File: config.mk
export PLATFORM = sky130hd
export DESIGN_NAME = exp7_unidade_controle
export DESIGN_NICKNAME = d
export VERILOG_FILES = /design/src/rtl/exp7_unidade_controle.sv
export SDC_FILE = /design/constraint.sdc
export NUM_CORES = 1
export LEC_CHECK = 0
export BUFFER_PORTS_ARGS = -buffer_cell sky130_fd_sc_hd__buf_2
export CAP_MARGIN = 20
export CORE_AREA = 4 4 41 43
export CTS_BUF_LIST = sky130_fd_sc_hd__clkbuf_2
export DETAILED_ROUTE_END_ITERATION = 10
export DIE_AREA = 0 0 45 47
export MAX_ROUTING_LAYER = met4
export PLACE_DENSITY_LB_ADDON = 0.1
export RECOVER_POWER = 100
export SLEW_MARGIN = 20
export SYNTH_ARGS = -nofsm -noshare
export SYNTH_HDL_FRONTEND = slang
export SYNTH_SLANG_ARGS = --single-unit
File: constraint.sdc
create_clock -name clock -period 3.8 [get_ports clock]
set_input_delay 0.19 -clock clock [delete_from_list [all_inputs] [get_ports clock]]
set_output_delay 0.19 -clock clock [all_outputs]
set_load 0.02 [all_outputs]
File: src/rtl/exp7_unidade_controle.sv
// Moore control unit for the growing-sequence memory game (exp7).
// Define EXP7_UC_TIMEOUT_EN to enable the play-timeout path (state fim_timeout, contaT, timeout).
module exp7_unidade_controle (
    input  logic       clock,
    input  logic       reset,
    input  logic       iniciar,
    input  logic       fimE,
    input  logic       fimL,
    input  logic       jogada,
    input  logic       igual,
    input  logic       fimT,
    output logic       zeraE,
    output logic       contaE,
    output logic       zeraL,
    output logic       contaL,
    output logic       zeraR,
    output logic       registraR,
    output logic       zeraT,
    output logic       contaT,
    output logic       acertou,
    output logic       errou,
    output logic       timeout,
    output logic       pronto,
    output logic [3:0] db_estado
);

    typedef enum logic [3:0] {
        INICIAL        = 4'h0,
        PREPARACAO     = 4'h1,
        INICIO_RODADA  = 4'h2,
        ESPERA_JOGADA  = 4'h3,
        REGISTRA       = 4'h4,
        COMPARACAO     = 4'h5,
        PROXIMO        = 4'h6,
        PROXIMA_RODADA = 4'h7,
`ifdef EXP7_UC_TIMEOUT_EN
        FIM_TIMEOUT    = 4'hD,
`endif
        FIM_ACERTOU    = 4'hA,
        FIM_ERROU      = 4'hE
    } state_t;

    // Output vector bit positions, shared by the decoder and the port mapping.
    localparam int O_ZERAE     = 11;
    localparam int O_CONTAE    = 10;
    localparam int O_ZERAL     = 9;
    localparam int O_CONTAL    = 8;
    localparam int O_ZERAR     = 7;
    localparam int O_REGISTRAR = 6;
    localparam int O_ZERAT     = 5;
    localparam int O_CONTAT    = 4;
    localparam int O_ACERTOU   = 3;
    localparam int O_ERROU     = 2;
    localparam int O_TIMEOUT   = 1;
    localparam int O_PRONTO    = 0;

    state_t      r_state;
    logic [11:0] r_out;
    state_t      w_next;

    function automatic state_t f_next(
        input state_t s,
        input logic   ini,
        input logic   fe,
        input logic   fl,
        input logic   jg,
        input logic   ig,
        input logic   ft
    );
        state_t n;
        n = INICIAL;
        case (s)
            INICIAL:        n = ini ? PREPARACAO : INICIAL;
            PREPARACAO:     n = INICIO_RODADA;
            INICIO_RODADA:  n = ESPERA_JOGADA;
            ESPERA_JOGADA: begin
                // A play in the same cycle as expiry still counts.
                if (jg)
                    n = REGISTRA;
`ifdef EXP7_UC_TIMEOUT_EN
                else if (ft)
                    n = FIM_TIMEOUT;
`endif
                else
                    n = ESPERA_JOGADA;
            end
            REGISTRA:       n = COMPARACAO;
            COMPARACAO: begin
                if (!ig)
                    n = FIM_ERROU;
                else if (!fe)
                    n = PROXIMO;
                else if (!fl)
                    n = PROXIMA_RODADA;
                else
                    n = FIM_ACERTOU;
            end
            PROXIMO:        n = ESPERA_JOGADA;
            PROXIMA_RODADA: n = INICIO_RODADA;
            FIM_ACERTOU:    n = ini ? PREPARACAO : FIM_ACERTOU;
            FIM_ERROU:      n = ini ? PREPARACAO : FIM_ERROU;
`ifdef EXP7_UC_TIMEOUT_EN
            FIM_TIMEOUT:    n = ini ? PREPARACAO : FIM_TIMEOUT;
`endif
            default:        n = INICIAL;
        endcase
`ifndef EXP7_UC_TIMEOUT_EN
        if (ft && 1'b0)
            n = INICIAL;
`endif
        return n;
    endfunction

    function automatic logic [11:0] f_decode(input state_t s);
        logic [11:0] o;
        o = '0;
        case (s)
            PREPARACAO: begin
                o[O_ZERAE] = 1'b1;
                o[O_ZERAL] = 1'b1;
                o[O_ZERAR] = 1'b1;
                o[O_ZERAT] = 1'b1;
            end
            INICIO_RODADA: begin
                o[O_ZERAE] = 1'b1;
                o[O_ZERAT] = 1'b1;
            end
            ESPERA_JOGADA: begin
`ifdef EXP7_UC_TIMEOUT_EN
                o[O_CONTAT] = 1'b1;
`endif
            end
            REGISTRA: begin
                o[O_REGISTRAR] = 1'b1;
                o[O_ZERAT]     = 1'b1;
            end
            PROXIMO:        o[O_CONTAE] = 1'b1;
            PROXIMA_RODADA: o[O_CONTAL] = 1'b1;
            FIM_ACERTOU: begin
                o[O_ACERTOU] = 1'b1;
                o[O_PRONTO]  = 1'b1;
            end
            FIM_ERROU: begin
                o[O_ERROU]  = 1'b1;
                o[O_PRONTO] = 1'b1;
            end
`ifdef EXP7_UC_TIMEOUT_EN
            FIM_TIMEOUT: begin
                o[O_TIMEOUT] = 1'b1;
                o[O_ERROU]   = 1'b1;
                o[O_PRONTO]  = 1'b1;
            end
`endif
            default:        o = '0;
        endcase
        return o;
    endfunction

    assign w_next = f_next(r_state, iniciar, fimE, fimL, jogada, igual, fimT);

    // Outputs are registered together with the state so they are always decode(r_state).
    always_ff @(posedge clock or posedge reset) begin
        if (reset) begin
            r_state <= INICIAL;
            r_out   <= '0;
        end else begin
            r_state <= w_next;
            r_out   <= f_decode(w_next);
        end
    end

    assign zeraE     = r_out[O_ZERAE];
    assign contaE    = r_out[O_CONTAE];
    assign zeraL     = r_out[O_ZERAL];
    assign contaL    = r_out[O_CONTAL];
    assign zeraR     = r_out[O_ZERAR];
    assign registraR = r_out[O_REGISTRAR];
    assign zeraT     = r_out[O_ZERAT];
    assign contaT    = r_out[O_CONTAT];
    assign acertou   = r_out[O_ACERTOU];
    assign errou     = r_out[O_ERROU];
    assign timeout   = r_out[O_TIMEOUT];
    assign pronto    = r_out[O_PRONTO];
    assign db_estado = r_state;

endmodule

## Word level (Yosys, flattened, before mapping)

Index checks and enable logic that the tools add are counted.

- Memories: 0
- Input bits: 8
- Latch bits: 0
- Bits in writable memories: 0
- Bits in registers: 14
- ROM bits: 0
- Logic and storage cells: 41

- Shift operators: 0
- Div/mod/pow operators: 0
- Equal/unequal tests: 16
- Bitwise logic cells: 0
- Multiplexer cells: 17
- $lt $le $gt $ge: 0
- Reductions and logical operators: 6
- Add/sub/neg operators: 0
- Multipliers: 0

Operators by type and width:

| operator | count |
|---|---|
| 4-bit case mux with 8 select lines | 1 |
| 4-bit by 3-bit == test with 1-bit output, second input constant | 7 |
| 4-bit 2-to-1 mux | 5 |
| 4-bit == test, second input constant | 4 |
| 4-bit by 2-bit == test with 1-bit output, second input constant | 3 |
| 1-bit 2-to-1 mux | 10 |
| 4-bit by 1-bit == test with 1-bit output, second input constant | 2 |
| 2-bit OR reduction | 4 |
| 4-bit zero test | 1 |
| 3-bit 2-to-1 mux | 1 |
| 3-bit OR reduction | 1 |

## Longest topological paths before layout

Gate-level depths: netlist (run 1).

- Depth in word-level cells: 7
- Mapped depth: 6
- Depth with buffers taken out: 5

## Worst setup path after synthesis (run 1)

No wires, ideal clock.

- Path kind: register to register
- Start point: register r_state[3], in the netlist db_estado[3]
- End point: register r_out[5]
- Cell stages (with the launch flop): 6
- Path buffers: 1
- Setup time: 0.124 ns
- Slack: 2.210 ns
- Data arrival time: 1.467 ns
- Cell sequence: dfrtp_1 > buf_6 > or4b_4 > o221ai_4 > xor2_2 > o21bai_1

- Word-level cells in the longest chain between the ends: 6

Ends and longest elaborated chain:

| element | line | text |
|---|---|---|
| start, declared | 57 | `state_t r_state;` |
| start signal, assigned | 167 | `r_state <= w_next;` |
| 4-bit by 3-bit == test with 1-bit output (tied with other cells) | 72 | `case (s)` |
| 2-bit OR reduction (no line) | -- |  |
| 4-bit case mux with 8 select lines * | 72 |  |
| via w_next[0] | 59 | `state_t w_next;` |
| 4-bit by 2-bit == test with 1-bit output (tied with other cells) | 117 | `case (s)` |
| 3-bit OR reduction (no line) * | -- |  |
| 1-bit 2-to-1 mux * | 117 |  |
| end signal, assigned | 168 | `r_out <= f_decode(w_next);` |
| end, declared | 58 | `logic [11:0] r_out;` |

The timed path passes the listed nets; every way through them passes the cells marked *.

## Final worst setup path (run 1)

- Start point: register r_state[0], in the netlist db_estado[0]
- End point: register r_out[5]

- Word-level cells in the longest chain between the ends: 6

Ends and longest elaborated chain:

| element | line |
|---|---|
| 4-bit by 3-bit == test with 1-bit output (tied with other cells) | 72 |
| 2-bit OR reduction (no line) | -- |
| 4-bit case mux with 8 select lines * | 72 |
| 4-bit by 2-bit == test with 1-bit output (tied with other cells) | 117 |
| 3-bit OR reduction (no line) * | -- |
| 1-bit 2-to-1 mux * | 117 |

Every way passes the cells marked *; elsewhere a longest branch is shown, timed or not.

==> results.yml, run 1 <==
power:
  powerDensity_nw_per_um2: 749
  leakagePower_nw: 0.362
  max-vdd-ir-drop_mv: 0.315
cts:
  clk_pin_slew_worst_paths_ns: 0.12
  cts_max_path_buffers: 2
  cts_buffers: 3
  clk_latency_ns: 0.27
  htree_levels: 1
  root_buffer: "clkbuf_2"
  cts_tree: "built"
  clock-sinks: 13
floorplan:
  dieWidth_um: 45
  io_pins: 24
  num_rows: 13
  dieHeight_um: 47
  dieArea_um2: 2120
  initial_core_util_pct: 47.6
  core_area_um2: 1300
synthesis:
  synthTopCellsByArea: "dfrtp_1 53%, nor2_1 4.8%, nand2_1 4.2%"
  synth_top_area_share_pct: 52.5
  yosysSeqAreaShare_pct: 52.5
  synthMuxAreaShare_pct: 0
  yosys_warnings: 0
  yosysTopAreaCell: "dfrtp_1"
  synth_cells: 58
  ys_seq_elements: 13
  synth_cell_types: 25
  synth_top_family_by_area: "simple AND/OR/NAND/NOR gates"
  synth_fa_ha_area_share_pct: 0
  syn_area_per_cell_um2: 10.7
  synth_compound_area_share_pct: 12.9
  yosys.area_share.simple_pct: 22.8
  netlist_area_um2: 619
  synth_xor_area_share_pct: 2.63
min_path:
  hp-class: "input pin to flip-flop"
placement:
  dpl-instance-area_um2: 708
  place_ws_ns: 2.21
  gp_congestion: 0.733
  portBuffers: 20
detailed_routing:
  dr.pass1.iters: 4
  routed_wl_um: 1100
  drc: 0
  ant_nets: 0
  initialDrtViolationCount: 3
  vias: 462
  wl_per_cell_um: 11.6
  avgViaCountPerCell: 4.86
layout:
  final_cell_mix: "14 x clkbuf_1, 13 x dfrtp_1, 8 x nor2_1"
  post_route_cells_drive_above_1_share_pct: 15.0
  final_common_cell: "clkbuf_1"
  stdcell_area_um2: 717
  fillers: 131
  fin_util_pct: 55.1
  area_growth_pct: 15.8
  fin_nets: 89
  antennaDiodeCount: 0
timing:
  tightest_slew_ns: 0.509
  fin_skew_ns: 0.00864
  whs_ns: 0.177
  hold_viol_final: 0
  finalSetupViolCount: 0
  slew_violations: 0
  fin_setup_tns_ns: 0
  rsz0062_at_grt: "no"
  fmax_mhz: 632
  period_needed_ns: 1.58
  setup_ws_ns: 2.22
  min_period_over_period_pct: 41.6
  relSlewSlack_pct: 65.9
job:
  cap_violations: 0
global_route:
  grt_pass1_vias: 429
  antenna_found_initial: 0
  grt_pass1_wl_um: 1750
  overflow: 0
  grt_start_max_net_pins: 14
  grt_usage_pct: 12.5
outcome:
  status: "complete, no violations"
worst_setup_path:
  critPathKind: "flip-flop to flip-flop"
  end_kind: "flip-flop"
  required_ns: 4.01
  path_max_fanout: 9
  crit_arrival_ns: 1.79
  start_kind: "flip-flop"
==> stage by stage <==
step | instances | total power [W]
3_5_place_dp | 90 | 0.000490
3_3_place_gp | 90 | 0.000489
5_1_grt | 95 | 0.000582
6_report | 95 | 0.000537
2_1_floorplan | 59 | 0.000424
4_1_cts | 95 | 0.000563
==> state kept, by name (all words and copies together) (netlist names) <==
signal,flops
db_estado,4
r_out,9
==> report_power, final <==
group	switching (W)	leakage (nW)	total, W	internal [W]
Combinational	0.000158	0.176	0.000244	0.0000861
Sequential	0.0000419	0.169	0.000223	0.000181
Clock	0.0000423	0.0166	0.0000702	0.0000279
==> per-layer routing <==
layer,vias to the layer above,track usage (%),share of wire [%]
li1,234,-,-
met1,208,13.5,45
met2,16,18.9,45
met3,4,5.75,8.1
met4,0,7.02,1.7
met5,-,-,0
==> kinds of logic after synthesis <==
family | Yosys count
compound gates | 8
other cells | 1
flops | 13
buf+inv | 9
simple gates | 26
xor+xnor | 1
==> cells in the mapped netlist <==
cell type / n
o221ai_4: 1
nor3b_1: 1
and3b_1: 1
nand4_1: 1
xor2_2: 1
o21bai_1: 1
conb_1: 1
nor2_1: 8
and2_1: 1
nand2_1: 7
nand3_1: 1
o211ai_1: 1
inv_1: 5
and4bb_1: 1
or4b_4: 1
nand2b_1: 1
a21o_1: 1
buf_6: 1
dfrtp_1: 13
buf_4: 3
a32oi_1: 2
a2bb2oi_1: 1
nor4_1: 1
nor2b_1: 2
o21ai_1: 1
==> cell type report <==
type | count | area (um2) | share of cell area, %
inverter | 5 | 18.8 | 2.62
clock buffer | 4 | 20.0 | 2.79
multi-input combinational | 37 | 241 | 33.7
sequential | 13 | 325 | 45.4
timing repair buffer | 21 | 92.6 | 12.9
tap | 15 | 18.8 | 2.62
==> worst paths after layout <==
kind / start / end / slack, ns / depth (start not counted)
max: db_estado[0] / r_out[5] / 2.22 / 5
min: fimE / r_out[8] / 0.18 / 3
max reg2reg: db_estado[0] / r_out[5] / 2.22 / 5
min reg2reg: db_estado[0] / r_out[8] / 0.67 / 2
max in group asynchronous: reset / r_out[3] / 3.03 / 3
min in group asynchronous: reset / r_out[5] / 0.45 / 3
==> worst max-delay path: stages (launching register included) <==
cell	delay (ns)
dfrtp_1	0.50
and4bb_1	0.26
a21o_1	0.15
a32oi_1	0.31
nand2_1	0.15
o21bai_1	0.15
==> timing repair <==
item,CTS,global route
hold buffers,1,0
setup buffers,0,0
hold endpoints to repair,13,0
resized for setup,0,0
No activity file was read; power rests on OpenSTA's default activity.
==> run 2: changes to the inputs <==
--- a/config.mk
+++ b/config.mk
@@ -5,12 +5,13 @@
 export SDC_FILE = /design/constraint.sdc
 export NUM_CORES = 1
 export LEC_CHECK = 0
+export ABC_AREA = 1
 export BUFFER_PORTS_ARGS = -buffer_cell sky130_fd_sc_hd__buf_2
 export CAP_MARGIN = 20
-export CORE_AREA = 4 4 41 43
+export CORE_MARGIN = 4
+export CORE_UTILIZATION = 44
 export CTS_BUF_LIST = sky130_fd_sc_hd__clkbuf_2
 export DETAILED_ROUTE_END_ITERATION = 10
-export DIE_AREA = 0 0 45 47
 export MAX_ROUTING_LAYER = met4
 export PLACE_DENSITY_LB_ADDON = 0.1
 export RECOVER_POWER = 100
==> constraint.sdc (replaced) <==
create_clock -name clock -period 1.3 [get_ports clock]
set_input_delay 0.065 -clock clock [delete_from_list [all_inputs] [get_ports clock]]
set_output_delay 0.065 -clock clock [all_outputs]
set_load 0.02 [all_outputs]
==> run 2 against run 1 <==
Sequential cell count unchanged. Core utilization rose by 9.4 points. Largest power group unchanged. Sequential share of layout area is 6.9 points lower. Cell count increased by 31%. Non-clock buffer count up 2. Clock-buffer cell count is the same. Via count grew 22%. Area after synthesis is 3.6% higher. Sequential power rose to 2.9 times the previous value. Clock power rose to 2.9 times the previous value. Critical path depth rose by 4. Die area up 0.90%.
==> results.yml, run 2 <==
detailed_routing:
  vias: 562
  avgViaCountPerCell: 4.53
  dr.pass1.iters: 4
  wl_per_cell_um: 10.6
  routed_wl_um: 1310
  initialDrtViolationCount: 6
  ant_nets: 0
  drc: 0
synthesis:
  synth_xor_area_share_pct: 0
  synth_ff_type: "dfrtp_1"
  ys_seq_elements: 13
  yosysTopAreaCell: "dfrtp_1"
  ys_async_sr_fraction_pct: 100
  synthMuxAreaShare_pct: 0
  synth_cell_types: 15
  netlist_area_um2: 642
  yosys.area_share.simple_pct: 31.2
  syn_area_per_cell_um2: 7.64
  synth_fa_ha_area_share_pct: 0
  yosysSeqAreaShare_pct: 50.7
  synth.most_common_cell: "nand2_1"
  synthTopCellsByArea: "dfrtp_1 51%, nand2_1 12%, inv_1 8.8%"
  synth_cells: 84
  synth_top_family_by_area: "simple AND/OR/NAND/NOR gates"
  synthTopCellsByCount: "21 x nand2_1, 15 x inv_1, 13 x dfrtp_1"
  synth-edff-count: 0
  synth_top_area_share_pct: 50.7
  yosys_warnings: 0
  synth_compound_area_share_pct: 4.09
timing:
  period_needed_ns: 1.30
  fmax_mhz: 771
  finalSetupViolCount: 0
  hold_viol_final: 0
  min_period_over_period_pct: 99.8
  slew_violations: 0
  fin_skew_ns: 0.00139
  whs_ns: 0.123
  rsz0062_at_grt: "yes"
worst_setup_path:
  critPathKind: "flip-flop to flip-flop"
  critPathMaxStageDelay_ns: 0.48
  crit_chain: "inv_2 -> nand2_2 -> nor2_4 -> nand2_2 -> nand2_2 -> nor2_4 -> buf_4 -> nand2_1 -> nor2_1"
  crit_buf_inv: 2
  end_kind: "flip-flop"
  crit_arrival_ns: 1.46
  crit_top_cell: "nand2_2"
  path_max_fanout: 6
  start_kind: "flip-flop"
  worst_path_max_delay_cell: "dfrtp_2"
  cpLargestDelayFamily: "simple AND/OR/NAND/NOR gates"
  required_ns: 1.47
global_route:
  grt_pass1_wl_um: 1880
  grt_start_max_net_pins: 14
  overflow: 0
  grt_usage_pct: 12.8
  antenna_found_initial: 0
  grt_pass1_vias: 452
floorplan:
  dieArea_um2: 2130
  dieHeight_um: 46.2
  num_rows: 13
  initial_core_util_pct: 48.1
  io_pins: 24
  dieWidth_um: 46.2
  core_area_um2: 1330
cts:
  clock-sinks: 13
  cts_buffers: 3
  clk_latency_ns: 0.26
  clk_pin_slew_worst_paths_ns: 0.11
  htree_levels: 1
  root_buffer: "clkbuf_2"
  cts_max_path_buffers: 2
  cts_tree: "built"
min_path:
  hp-class: "input pin to flip-flop"
placement:
  gp_congestion: 0.811
  dp_cells: 119
  dpl-instance-area_um2: 757
  portBuffers: 20
  dp_hpwl_um: 952
outcome:
  status: "complete, no violations"
layout:
  final_cell_mix: "15 x nand2_1, 12 x inv_1, 10 x buf_2, 10 x clkbuf_1, 9 x dfrtp_1"
  fin_util_pct: 64.4
  final_common_cell: "nand2_1"
  post_route_cells_drive_above_1_share_pct: 44.0
  top_register: "r_out"
  fillers: 125
  antennaDiodeCount: 0
  final_cells: 124
  area_growth_pct: 33.9
  stdcell_area_um2: 860
  largest_reg_flops: 9
  fin_nets: 118
power:
  leakagePower_nw: 0.475
  powerDensity_nw_per_um2: 2160
  max-vdd-ir-drop_mv: 1.04
job:
  cap_violations: 0
## run 2: where the power goes
group | switching, W | total (W) | internal (W)
registers | 0.000120 | 0.000649 | 0.000529
clock network | 0.000119 | 0.000201 | 0.0000817
logic | 0.000655 | 0.00101 | 0.000351
total | 0.000895 | 0.00186 | 0.000962
## run 2: final timing paths
check	end	cells after the start	from	slack, ns
max	r_out[10]	9	db_estado[1]	0.003
min	r_out[8]	5	igual	0.12
max reg2reg	r_out[10]	9	db_estado[1]	0.003
min reg2reg	db_estado[1]	2	db_estado[2]	0.74
max in group asynchronous	db_estado[1]	3	reset	0.62
min in group asynchronous	r_out[3]	3	reset	0.34
## run 2: worst register-to-register path, cell delays in order (launching register included)
cell	delay (ns)
dfrtp_2	0.48
inv_2	0.10
nand2_2	0.07
nor2_4	0.13
nand2_2	0.07
nand2_2	0.09
nor2_4	0.05
buf_4	0.13
nand2_1	0.05
nor2_1	0.04
## run 2: layer usage
metal	track usage (%)	wire, um	share of wire, %	vias to the layer above
li1	-	-	-	295
met1	15.6	536	41	246
met2	20.1	666	51	19
met3	5.86	94	7.2	2
met4	1.70	12	0.92	0
met5	-	0	0	-
## run 2: cell families after synthesis
group	Yosys count
other	1
AO/OA/AOI/OAI	4
flip-flops	13
buffers and inverters	20
AND/OR/NAND/NOR	46
## run 2: final cells by class
type	count	area (um2)	share of cell area, %
Multi-Input combinational cell	52	314	36.5
Clock buffer	4	20.0	2.33
Tap cell	15	18.8	2.18
Timing Repair Buffer	23	113	13.1
Sequential cell	13	330	38.4
Inverter	17	63.8	7.42
## run 2: stage by stage
stage	setup WS, ns	TNS [ns]	total power (W)
2_1_floorplan	0.0254	0	0.00120
3_3_place_gp	0.0191	0	0.00144
3_5_place_dp	0.00961	0	0.00146
4_1_cts	0.00716	0	0.00170
5_1_grt	-0.106	-0.424	0.00200
6_report	0.00316	0	0.00186
## run 2: repair_timing
action | 4_1_cts | 5_1_grt
hold buffers | 1 | 0
gates resized for setup | 7 | 22
hold endpoints to repair | 13 | 0
setup endpoints to repair | 3 | 6
pin swaps | 1 | 9
setup buffers | 0 | 0
